===== config.mk =====
export PLATFORM = sky130hd
export DESIGN_NAME = elpis_uart_tx
export DESIGN_NICKNAME = d
export VERILOG_FILES = /design/src/rtl/elpis_uart_tx.sv
export SDC_FILE = /design/constraint.sdc
export NUM_CORES = 1
export LEC_CHECK = 0
export ABC_AREA = 1
export ABC_CLOCK_PERIOD_IN_PS = 2100
export CAP_MARGIN = 5
export CORE_MARGIN = 1.5
export CORE_UTILIZATION = 47
export CTS_CLUSTER_SIZE = 8
export DETAILED_ROUTE_END_ITERATION = 16
export PLACE_DENSITY = 0.68
export SLEW_MARGIN = 20
export SYNTH_ARGS = -nofsm -noshare
export SYNTH_HDL_FRONTEND = slang
export SYNTH_SLANG_ARGS = --single-unit

===== constraint.sdc =====
create_clock -name wb_clk_i -period 2.1 [get_ports wb_clk_i]
set_input_delay 0.21 -clock wb_clk_i [delete_from_list [all_inputs] [get_ports wb_clk_i]]
set_output_delay 0.21 -clock wb_clk_i [all_outputs]
set_load 0.01 [all_outputs]

===== src/rtl/elpis_uart_tx.sv =====
// elpis_uart_tx: byte FIFO feeding an 8N1 UART transmitter.
// Ports:
//   wb_clk_i, wb_rst_i         clock, sync active-high reset
//   en_i                       transmit enable (frame in flight always completes)
//   wr_valid_i/wr_data_i       byte write from the core
//   wr_ready_o                 FIFO not full
//   tx_o, tx_oeb_o             serial line (idle high), pad OE (active low)
//   busy_o                     frame in progress or bytes queued
//   tx_done_o                  one-cycle pulse in the last stop-bit cycle
//   overflow_o                 sticky: write presented while full
//   fifo_cnt_o                 bytes queued
module elpis_uart_tx #(
    parameter int CLKS_PER_BIT = 2083,
    parameter int FIFO_DEPTH   = 4
) (
    input  logic                        wb_clk_i,
    input  logic                        wb_rst_i,
    input  logic                        en_i,
    input  logic                        wr_valid_i,
    input  logic [7:0]                  wr_data_i,
    output logic                        wr_ready_o,
    output logic                        tx_o,
    output logic                        tx_oeb_o,
    output logic                        busy_o,
    output logic                        tx_done_o,
    output logic                        overflow_o,
    output logic [$clog2(FIFO_DEPTH):0] fifo_cnt_o
);

    localparam int AW = $clog2(FIFO_DEPTH);
    localparam int CW = AW + 1;
    localparam int BW = $clog2(CLKS_PER_BIT);
    localparam logic [BW-1:0] BAUD_MAX = BW'(CLKS_PER_BIT - 1);
    localparam logic [CW-1:0] CNT_FULL = CW'(FIFO_DEPTH);

    typedef enum logic [1:0] {
        IDLE,
        START,
        DATA,
        STOP
    } state_t;

    state_t        state, state_n;
    logic [BW-1:0] baud, baud_n;
    logic [2:0]    idx, idx_n;
    logic [7:0]    shift, shift_n;
    logic          tx_n;
    logic          tick;
    logic          push;
    logic          pop;
    logic          fifo_empty;

    logic [7:0]    mem [FIFO_DEPTH];
    logic [AW-1:0] wr_ptr;
    logic [AW-1:0] rd_ptr;
    logic [CW-1:0] cnt;

    assign fifo_empty = (cnt == '0);
    assign wr_ready_o = (cnt != CNT_FULL);
    assign push       = wr_valid_i && wr_ready_o;
    assign tick       = (baud == BAUD_MAX);
    assign fifo_cnt_o = cnt;
    assign busy_o     = (state != IDLE) || !fifo_empty;
    assign tx_done_o  = (state == STOP) && tick;

    // Storage carries no reset; validity is tracked by cnt.
    always_ff @(posedge wb_clk_i) begin
        if (push) begin
            mem[wr_ptr] <= wr_data_i;
        end
    end

    always_ff @(posedge wb_clk_i) begin
        if (wb_rst_i) begin
            wr_ptr     <= '0;
            rd_ptr     <= '0;
            cnt        <= '0;
            overflow_o <= 1'b0;
        end else begin
            if (push) begin
                wr_ptr <= wr_ptr + AW'(1);
            end
            if (pop) begin
                rd_ptr <= rd_ptr + AW'(1);
            end
            if (push && !pop) begin
                cnt <= cnt + CW'(1);
            end else if (!push && pop) begin
                cnt <= cnt - CW'(1);
            end
            if (wr_valid_i && !wr_ready_o) begin
                overflow_o <= 1'b1;
            end
        end
    end

    always_ff @(posedge wb_clk_i) begin
        if (wb_rst_i) begin
            state    <= IDLE;
            baud     <= '0;
            idx      <= '0;
            shift    <= '0;
            tx_o     <= 1'b1;
            tx_oeb_o <= 1'b1;
        end else begin
            state    <= state_n;
            baud     <= baud_n;
            idx      <= idx_n;
            shift    <= shift_n;
            tx_o     <= tx_n;
            tx_oeb_o <= ~en_i;
        end
    end

    always_comb begin
        state_n = state;
        baud_n  = baud;
        idx_n   = idx;
        shift_n = shift;
        pop     = 1'b0;

        unique case (state)
            IDLE: begin
                baud_n = '0;
                if (en_i && !fifo_empty) begin
                    pop     = 1'b1;
                    shift_n = mem[rd_ptr];
                    state_n = START;
                end
            end
            START: begin
                baud_n = tick ? '0 : baud + BW'(1);
                if (tick) begin
                    idx_n   = '0;
                    state_n = DATA;
                end
            end
            DATA: begin
                baud_n = tick ? '0 : baud + BW'(1);
                if (tick) begin
                    shift_n = {1'b0, shift[7:1]};
                    idx_n   = idx + 3'd1;
                    if (idx == 3'd7) begin
                        state_n = STOP;
                    end
                end
            end
            STOP: begin
                baud_n = tick ? '0 : baud + BW'(1);
                if (tick) begin
                    // Chain straight into the next start bit.
                    if (en_i && !fifo_empty) begin
                        pop     = 1'b1;
                        shift_n = mem[rd_ptr];
                        state_n = START;
                    end else begin
                        state_n = IDLE;
                    end
                end
            end
            default: begin
                state_n = IDLE;
            end
        endcase

        // Line level is decided from the next state so tx_o is a flop.
        unique case (state_n)
            START:   tx_n = 1'b0;
            DATA:    tx_n = shift_n[0];
            default: tx_n = 1'b1;
        endcase
    end

endmodule


==> flow_metrics.env, run 1 <==
export IMPL_synthDistinctLibCells=32
export IMPL_drtIter0Drc=132
export IMPL_crit_type="register to register"
export IMPL_final_common_cell="nand2_1"
export IMPL_gp_congestion=0.8433
export IMPL_finalSetupTns_ns=0
export IMPL_viasPerCell=4.998
export IMPL_slew_violations=0
export IMPL_initial_core_util_pct=48.30
export IMPL_ir_drop_v=0.0008178
export IMPL_post_dp_hpwl_mm=4.536
export IMPL_maxCapViolations=0
export IMPL_p_seq_share_pct=38.2
export IMPL_yosysSeqAreaShare_pct=52.15
export IMPL_p_switching_uw=1616
export IMPL_avgRoutedWirePerCell_um=12.60
export IMPL_rsz0062_at_grt="true"
export IMPL_cp_arrival_ns=2.28
export IMPL_path_max_fanout=3
export IMPL_numPlacedInstances=499
export IMPL_switching_share_pct=35.73
export IMPL_synthCells=380
export IMPL_p_clk_share_pct=23.8
export IMPL_finalNonFillerCells=518
export IMPL_cts_tree="done"
export IMPL_syn_nets=408
export IMPL_numCtsBuffers=9
export IMPL_p_int_uw=2906
export IMPL_overflow=0
export IMPL_hold_depth=2
export IMPL_synthArstFlopShare_pct=0
export IMPL_grt_usage_pct=19.23
export IMPL_clkLatencyLatePin_ns=0.35
export IMPL_worstRegToRegCells=12
export IMPL_ctsLongestPathBuffers=2
export IMPL_clkSinkCount=69
export IMPL_die_w_um=86.33
export IMPL_dieHeight_um=86.33
export IMPL_fin_crit_sh_pct=97.61
export IMPL_dr_total_vias=2589
export IMPL_finalHoldViolCount=0
export IMPL_crit_required_ns=2.33
export IMPL_syn_area_per_cell_um2=8.587
export IMPL_setup_viol=0
export IMPL_diodes=0
export IMPL_cpPeakStageDelay_ns=0.36
export IMPL_ant_nets=0
export IMPL_grt_max_degree=17
export IMPL_p_per_area_nw_per_um2=1139
export IMPL_setup_worst_path_end_class="register"
export IMPL_r2r_setup_slack_ns=0.05
export IMPL_cp_cell_sequence="inv_1, ha_1, inv_1, nand2_8, nand3b_4, ha_2, inv_2, fa_2, a21oi_2, o21ai_1, o21ai_1, a21oi_1"
export IMPL_syn_area_um2=3263
export IMPL_hold_class="input pin to register"
export IMPL_slowest_stage="dfxtp_1"
export IMPL_slew_headroom_pct=67.67
export IMPL_syn2layout_area_growth_pct=21.70
export IMPL_min_to="tx_oeb_o$_SDFF_PP1_"
export IMPL_ios=21
export IMPL_dieArea_um2=7452
export IMPL_fp_row_count=30
export IMPL_p_leak_uw=0.001646
export IMPL_drcViolationCount=0
export IMPL_critPathLaunchType="register"
export IMPL_finalNetCount=461
export IMPL_cts_hold_buf=0
export IMPL_grt_pass1_vias=2405
export IMPL_cts_root_buffer="clkbuf_8"
export IMPL_fin_crit_ns=2.050
export IMPL_synth_main_ff_cell="dfxtp_1"
export IMPL_grt_pass1_wl_mm=10.92
export IMPL_fillCellCount=592
export IMPL_synth_edff_count=32
export IMPL_r2r_start="state[0]$_SDFF_PP0_"
export IMPL_clock_fmax_ghz=0.4878
export IMPL_final_util_pct=58.78
export IMPL_h_tree_depth=3
export IMPL_routed_wl_mm=6.526
export IMPL_synth_seq_cells=69
export IMPL_portBuffers=20
export IMPL_clock_skew_final_ns=0.006093
export IMPL_ys_warn_count=0
export IMPL_first_pass_iters=4
export IMPL_min_from="en_i"
export IMPL_core_area_um2=6756
export IMPL_layout_common_cells="nand2_1, inv_1, dfxtp_1"
export IMPL_status="completed"
export IMPL_reg2reg_to="fifo_cnt_o[2]$_SDFFE_PP0P_"
export IMPL_clk_pin_slew_ns=0.08
export IMPL_worst_pin_slew_ns=0.4845
export IMPL_p_comb_share_pct=38.0
export IMPL_layout_drive_gt1_share_pct=15.53
export IMPL_antenna_found_initial=0
==> power by group through the flow <==
stage               Clock (uW)  Sequential (uW)  Combinational (uW)
floorplan                    0             1770                1060
global placement             0             1750                1620
detailed placement           0             1760                1660
CTS                       1110             1730                1680
global route              1180             1750                1930
finish                    1080             1730                1720
==> per-stage QoR <==
step,setup slack [ns],total power [uW],cell area (um^2),hold slack (ns)
finish,0.05013,4522,3971,0.3918
detailed placement,-0.02777,3416,3727,0.4525
global route,-0.06794,4860,3971,0.3867
floorplan,0.01608,2832,3266,0.2791
global placement,0.03874,3374,3727,0.4393
CTS,0.005227,4514,3929,0.3804
==> worst max-delay path, delay by kind of cell (launching register included) <==
family / cells / cell delay [ns]
AND/OR/NAND/NOR: 2 / 0.14
adder cells (fa/ha/maj): 3 / 0.71
AO/OA/AOI/OAI: 4 / 0.45
flip-flops: 1 / 0.36
buffers and inverters: 3 / 0.27
==> cell type report <==
type | count | area (um^2) | share of cell area, %
Sequential cell | 69 | 1704 | 42.91
Clock buffer | 10 | 127.6 | 3.214
Timing Repair Buffer | 48 | 412.9 | 10.40
Multi-Input combinational cell | 258 | 1379 | 34.72
Clock inverter | 6 | 71.32 | 1.796
Inverter | 47 | 176.4 | 4.442
Tap cell | 80 | 100.1 | 2.520
==> repair_timing <==
| item | CTS | global route |
|---|---|---|
| gates resized for setup | 2 | 8 |
| setup buffers | 0 | 3 |
| endpoints found under the setup margin | 1 | 3 |
| pin swaps | 1 | 1 |
==> cell usage after synthesis, types with 3 or more instances <==
| cell | number | area, um^2 |
|---|---|---|
| nand2_1 | 105 | 394.1 |
| inv_1 | 44 | 165.2 |
| dfxtp_1 | 37 | 740.7 |
| nor2_1 | 33 | 123.9 |
| edfxtp_1 | 32 | 960.9 |
| a21oi_1 | 31 | 155.2 |
| nand3_1 | 25 | 125.1 |
| o21ai_0 | 16 | 80.08 |
| ha_1 | 15 | 187.7 |
| o211ai_1 | 5 | 37.54 |
| nor3_1 | 4 | 20.02 |
| buf_2 | 3 | 15.01 |
| clkbuf_1 | 3 | 11.26 |
| inv_2 | 3 | 11.26 |
==> cell families after synthesis <==
| family | Yosys count | synth area share [%] |
|---|---|---|
| and+or+nand+nor | 183 | 25.19 |
| AOI/OAI and AO/OA | 56 | 9.279 |
| adders and majority gates | 16 | 6.365 |
| buffers and inverters | 53 | 6.212 |
| xor gates and xnor gates | 3 | 0.8054 |
| DFF | 69 | 52.15 |
==> routing by layer <==
layer / share of wire [%] / vias up / track usage, % / wire [um]
li1: - / 1352 / - / -
met3: 3.3 / 6 / 7.238 / 217
met1: 46 / 1190 / 23.32 / 2982
met5: 0 / - / 0 / 0
met2: 50 / 41 / 32.03 / 3263
met4: 0.95 / 0 / 5.572 / 62
==> how the worst max path moves through the flow <==
stage          slack (ns)  cells after the start                 from                          to
2_1_floorplan        0.02                     14   baud[0]$_SDFF_PP0_  fifo_cnt_o[2]$_SDFFE_PP0P_
3_3_place_gp         0.04                     14   baud[0]$_SDFF_PP0_  fifo_cnt_o[2]$_SDFFE_PP0P_
3_5_place_dp        -0.03                     14   baud[0]$_SDFF_PP0_  fifo_cnt_o[2]$_SDFFE_PP0P_
4_1_cts             0.005                     14   baud[0]$_SDFF_PP0_  fifo_cnt_o[2]$_SDFFE_PP0P_
5_1_grt             -0.07                     12  state[0]$_SDFF_PP0_  fifo_cnt_o[2]$_SDFFE_PP0P_
6_report             0.05                     12  state[0]$_SDFF_PP0_  fifo_cnt_o[2]$_SDFFE_PP0P_
==> sequential cells by signal, summed over array words and instances, names as in the netlist, named ones only <==
| name | count |
|---|---|
| baud | 12 |
| fifo_cnt_o | 3 |
| idx | 3 |
| mem | 32 |
| overflow_o | 1 |
| rd_ptr | 2 |
| shift | 8 |
| state | 2 |
| tx_o | 1 |
| tx_oeb_o | 1 |
| wr_ptr | 2 |
Note: power is estimated with default switching activity, not from simulation.
==> run 2: changes to the inputs <==
CORE_MARGIN = not set   (was 1.5)
==> flow_metrics.env, run 2 (same netlist as run 1, synthesis figures left out) <==
export IMPL_ant_nets=0
export IMPL_hold_class="input pin to register"
export IMPL_diodes=0
export IMPL_gp_congestion=0.8451
export IMPL_setup_viol=0
export IMPL_syn2layout_area_growth_pct=23.70
export IMPL_largest_register_ffs=32
export IMPL_first_pass_iters=6
export IMPL_routed_wl_mm=6.407
export IMPL_ctsLongestPathBuffers=2
export IMPL_initial_core_util_pct=48.30
export IMPL_numPlacedInstances=498
export IMPL_dr_total_vias=2585
export IMPL_setup_worst_path_end_class="register"
export IMPL_ir_drop_v=0.0006329
export IMPL_cts_hold_buf=0
export IMPL_fin_crit_sh_pct=95.24
export IMPL_fin_crit_ns=2.000
export IMPL_numCtsBuffers=9
export IMPL_portBuffers=20
export IMPL_cts_root_buffer="clkbuf_8"
export IMPL_avgRoutedWirePerCell_um=12.37
export IMPL_slew_violations=0
export IMPL_fp_row_count=30
export IMPL_clock_fmax_ghz=0.5000
export IMPL_maxCapViolations=0
export IMPL_h_tree_depth=3
export IMPL_clock_skew_final_ns=0.01380
export IMPL_r2r_setup_slack_ns=0.1
export IMPL_p_leak_uw=0.001653
export IMPL_antenna_found_initial=0
export IMPL_status="completed"
export IMPL_layout_drive_gt1_share_pct=17.35
export IMPL_cp_cell_sequence="inv_2, ha_4, nand3_2, inv_2, nand3_4, nand2_8, nand3b_4, ha_4, inv_4, fa_2, a21oi_2, o21ai_2, o21ai_1, a21oi_1"
export IMPL_finalHoldViolCount=0
export IMPL_post_dp_hpwl_mm=4.467
export IMPL_drcViolationCount=0
export IMPL_p_per_area_nw_per_um2=1177
export IMPL_cp_top_family="adder cells"
export IMPL_grt_max_degree=17
export IMPL_viasPerCell=4.990
export IMPL_clk_pin_slew_ns=0.08
export IMPL_die_w_um=85.33
export IMPL_finalNetCount=461
export IMPL_grt_usage_pct=19.40
export IMPL_layout_common_cells="nand2_1, inv_1, dfxtp_1"
export IMPL_ios=21
export IMPL_reg2reg_to="fifo_cnt_o[2]$_SDFFE_PP0P_"
export IMPL_clkLatencyLatePin_ns=0.35
export IMPL_overflow=0
export IMPL_grt_pass1_vias=2441
export IMPL_final_common_cell="nand2_1"
export IMPL_drtIter0Drc=118
export IMPL_worst_slack_ns=0.09992
export IMPL_dp_worst_setup_slack_ns=-0.06002
export IMPL_crit_required_ns=2.33
export IMPL_critPathLaunch="baud[0]$_SDFF_PP0_"
export IMPL_min_to="tx_oeb_o$_SDFF_PP1_"
export IMPL_crit_type="register to register"
export IMPL_slowest_stage="fa_2"
export IMPL_cp_arrival_ns=2.23
export IMPL_r2r_start="baud[0]$_SDFF_PP0_"
export IMPL_worstRegToRegCells=14
export IMPL_finalNonFillerCells=518
export IMPL_cp_num_buf_inv=3
export IMPL_worst_pin_slew_ns=0.4810
export IMPL_slew_headroom_pct=67.90
export IMPL_core_area_um2=6756
export IMPL_largestRegisters="mem (32), baud (12), shift (8)"
export IMPL_critPathLaunchType="register"
export IMPL_path_max_fanout=3
export IMPL_dieHeight_um=85.33
export IMPL_clkSinkCount=69
export IMPL_hold_depth=2
export IMPL_dieArea_um2=7280
export IMPL_min_from="en_i"
export IMPL_cts_tree="done"
export IMPL_top_register="mem"
export IMPL_cpPeakStageDelay_ns=0.36
export IMPL_grt_pass1_wl_mm=10.93
==> run 2: area by class of cell <==
type	instances	area (um^2)
fill	610	2720
tap	80	100.1
sequential	69	1705
inverter	47	178.9
clock inverter	6	93.84
clock buffer	10	137.6
multi-input combinational	258	1410
timing repair buffer	48	410.4
==> run 2: report_power, final <==
group / internal (uW) / switching [uW]
clock network: 711 / 524
registers: 1620 / 110
logic: 766 / 1020
total: 3100 / 1650
==> run 2: metrics by stage <==
step	hold WS (ns)	instance area [um^2]	total power (uW)	util, %	setup TNS, ns
floorplan	0.2791	3266	2832	-	0
global placement	0.4376	3720	3359	55.06	0
detailed placement	0.4428	3720	3395	55.06	-0.06002
CTS	0.3928	3966	4684	58.70	0
global route	0.3938	4036	5095	59.74	-0.007256
finish	0.4068	4036	4749	59.74	0
==> run 2: worst max path at each step <==
stage,cells after the start,slack [ns],end
finish,14,0.1,fifo_cnt_o[2]$_SDFFE_PP0P_
global route,14,-0.005,fifo_cnt_o[2]$_SDFFE_PP0P_
CTS,14,0.002,fifo_cnt_o[2]$_SDFFE_PP0P_
detailed placement,14,-0.06,fifo_cnt_o[2]$_SDFFE_PP0P_
global placement,14,0.04,fifo_cnt_o[2]$_SDFFE_PP0P_
floorplan,14,0.02,fifo_cnt_o[2]$_SDFFE_PP0P_
==> run 2: metal layers <==
layer | share of wire, % | global-route usage, %
met5 | 0 | 0
met2 | 52 | 34.09
met3 | 3.2 | 5.934
met4 | 0.56 | 5.758
met1 | 45 | 22.89
==> run 2: what timing repair did <==
item                       4_1_cts  5_1_grt
setup endpoints to repair        1        3
gates cloned                     0        0
pin swaps                        2        6
resized for setup                6       13
setup buffers                    0        4
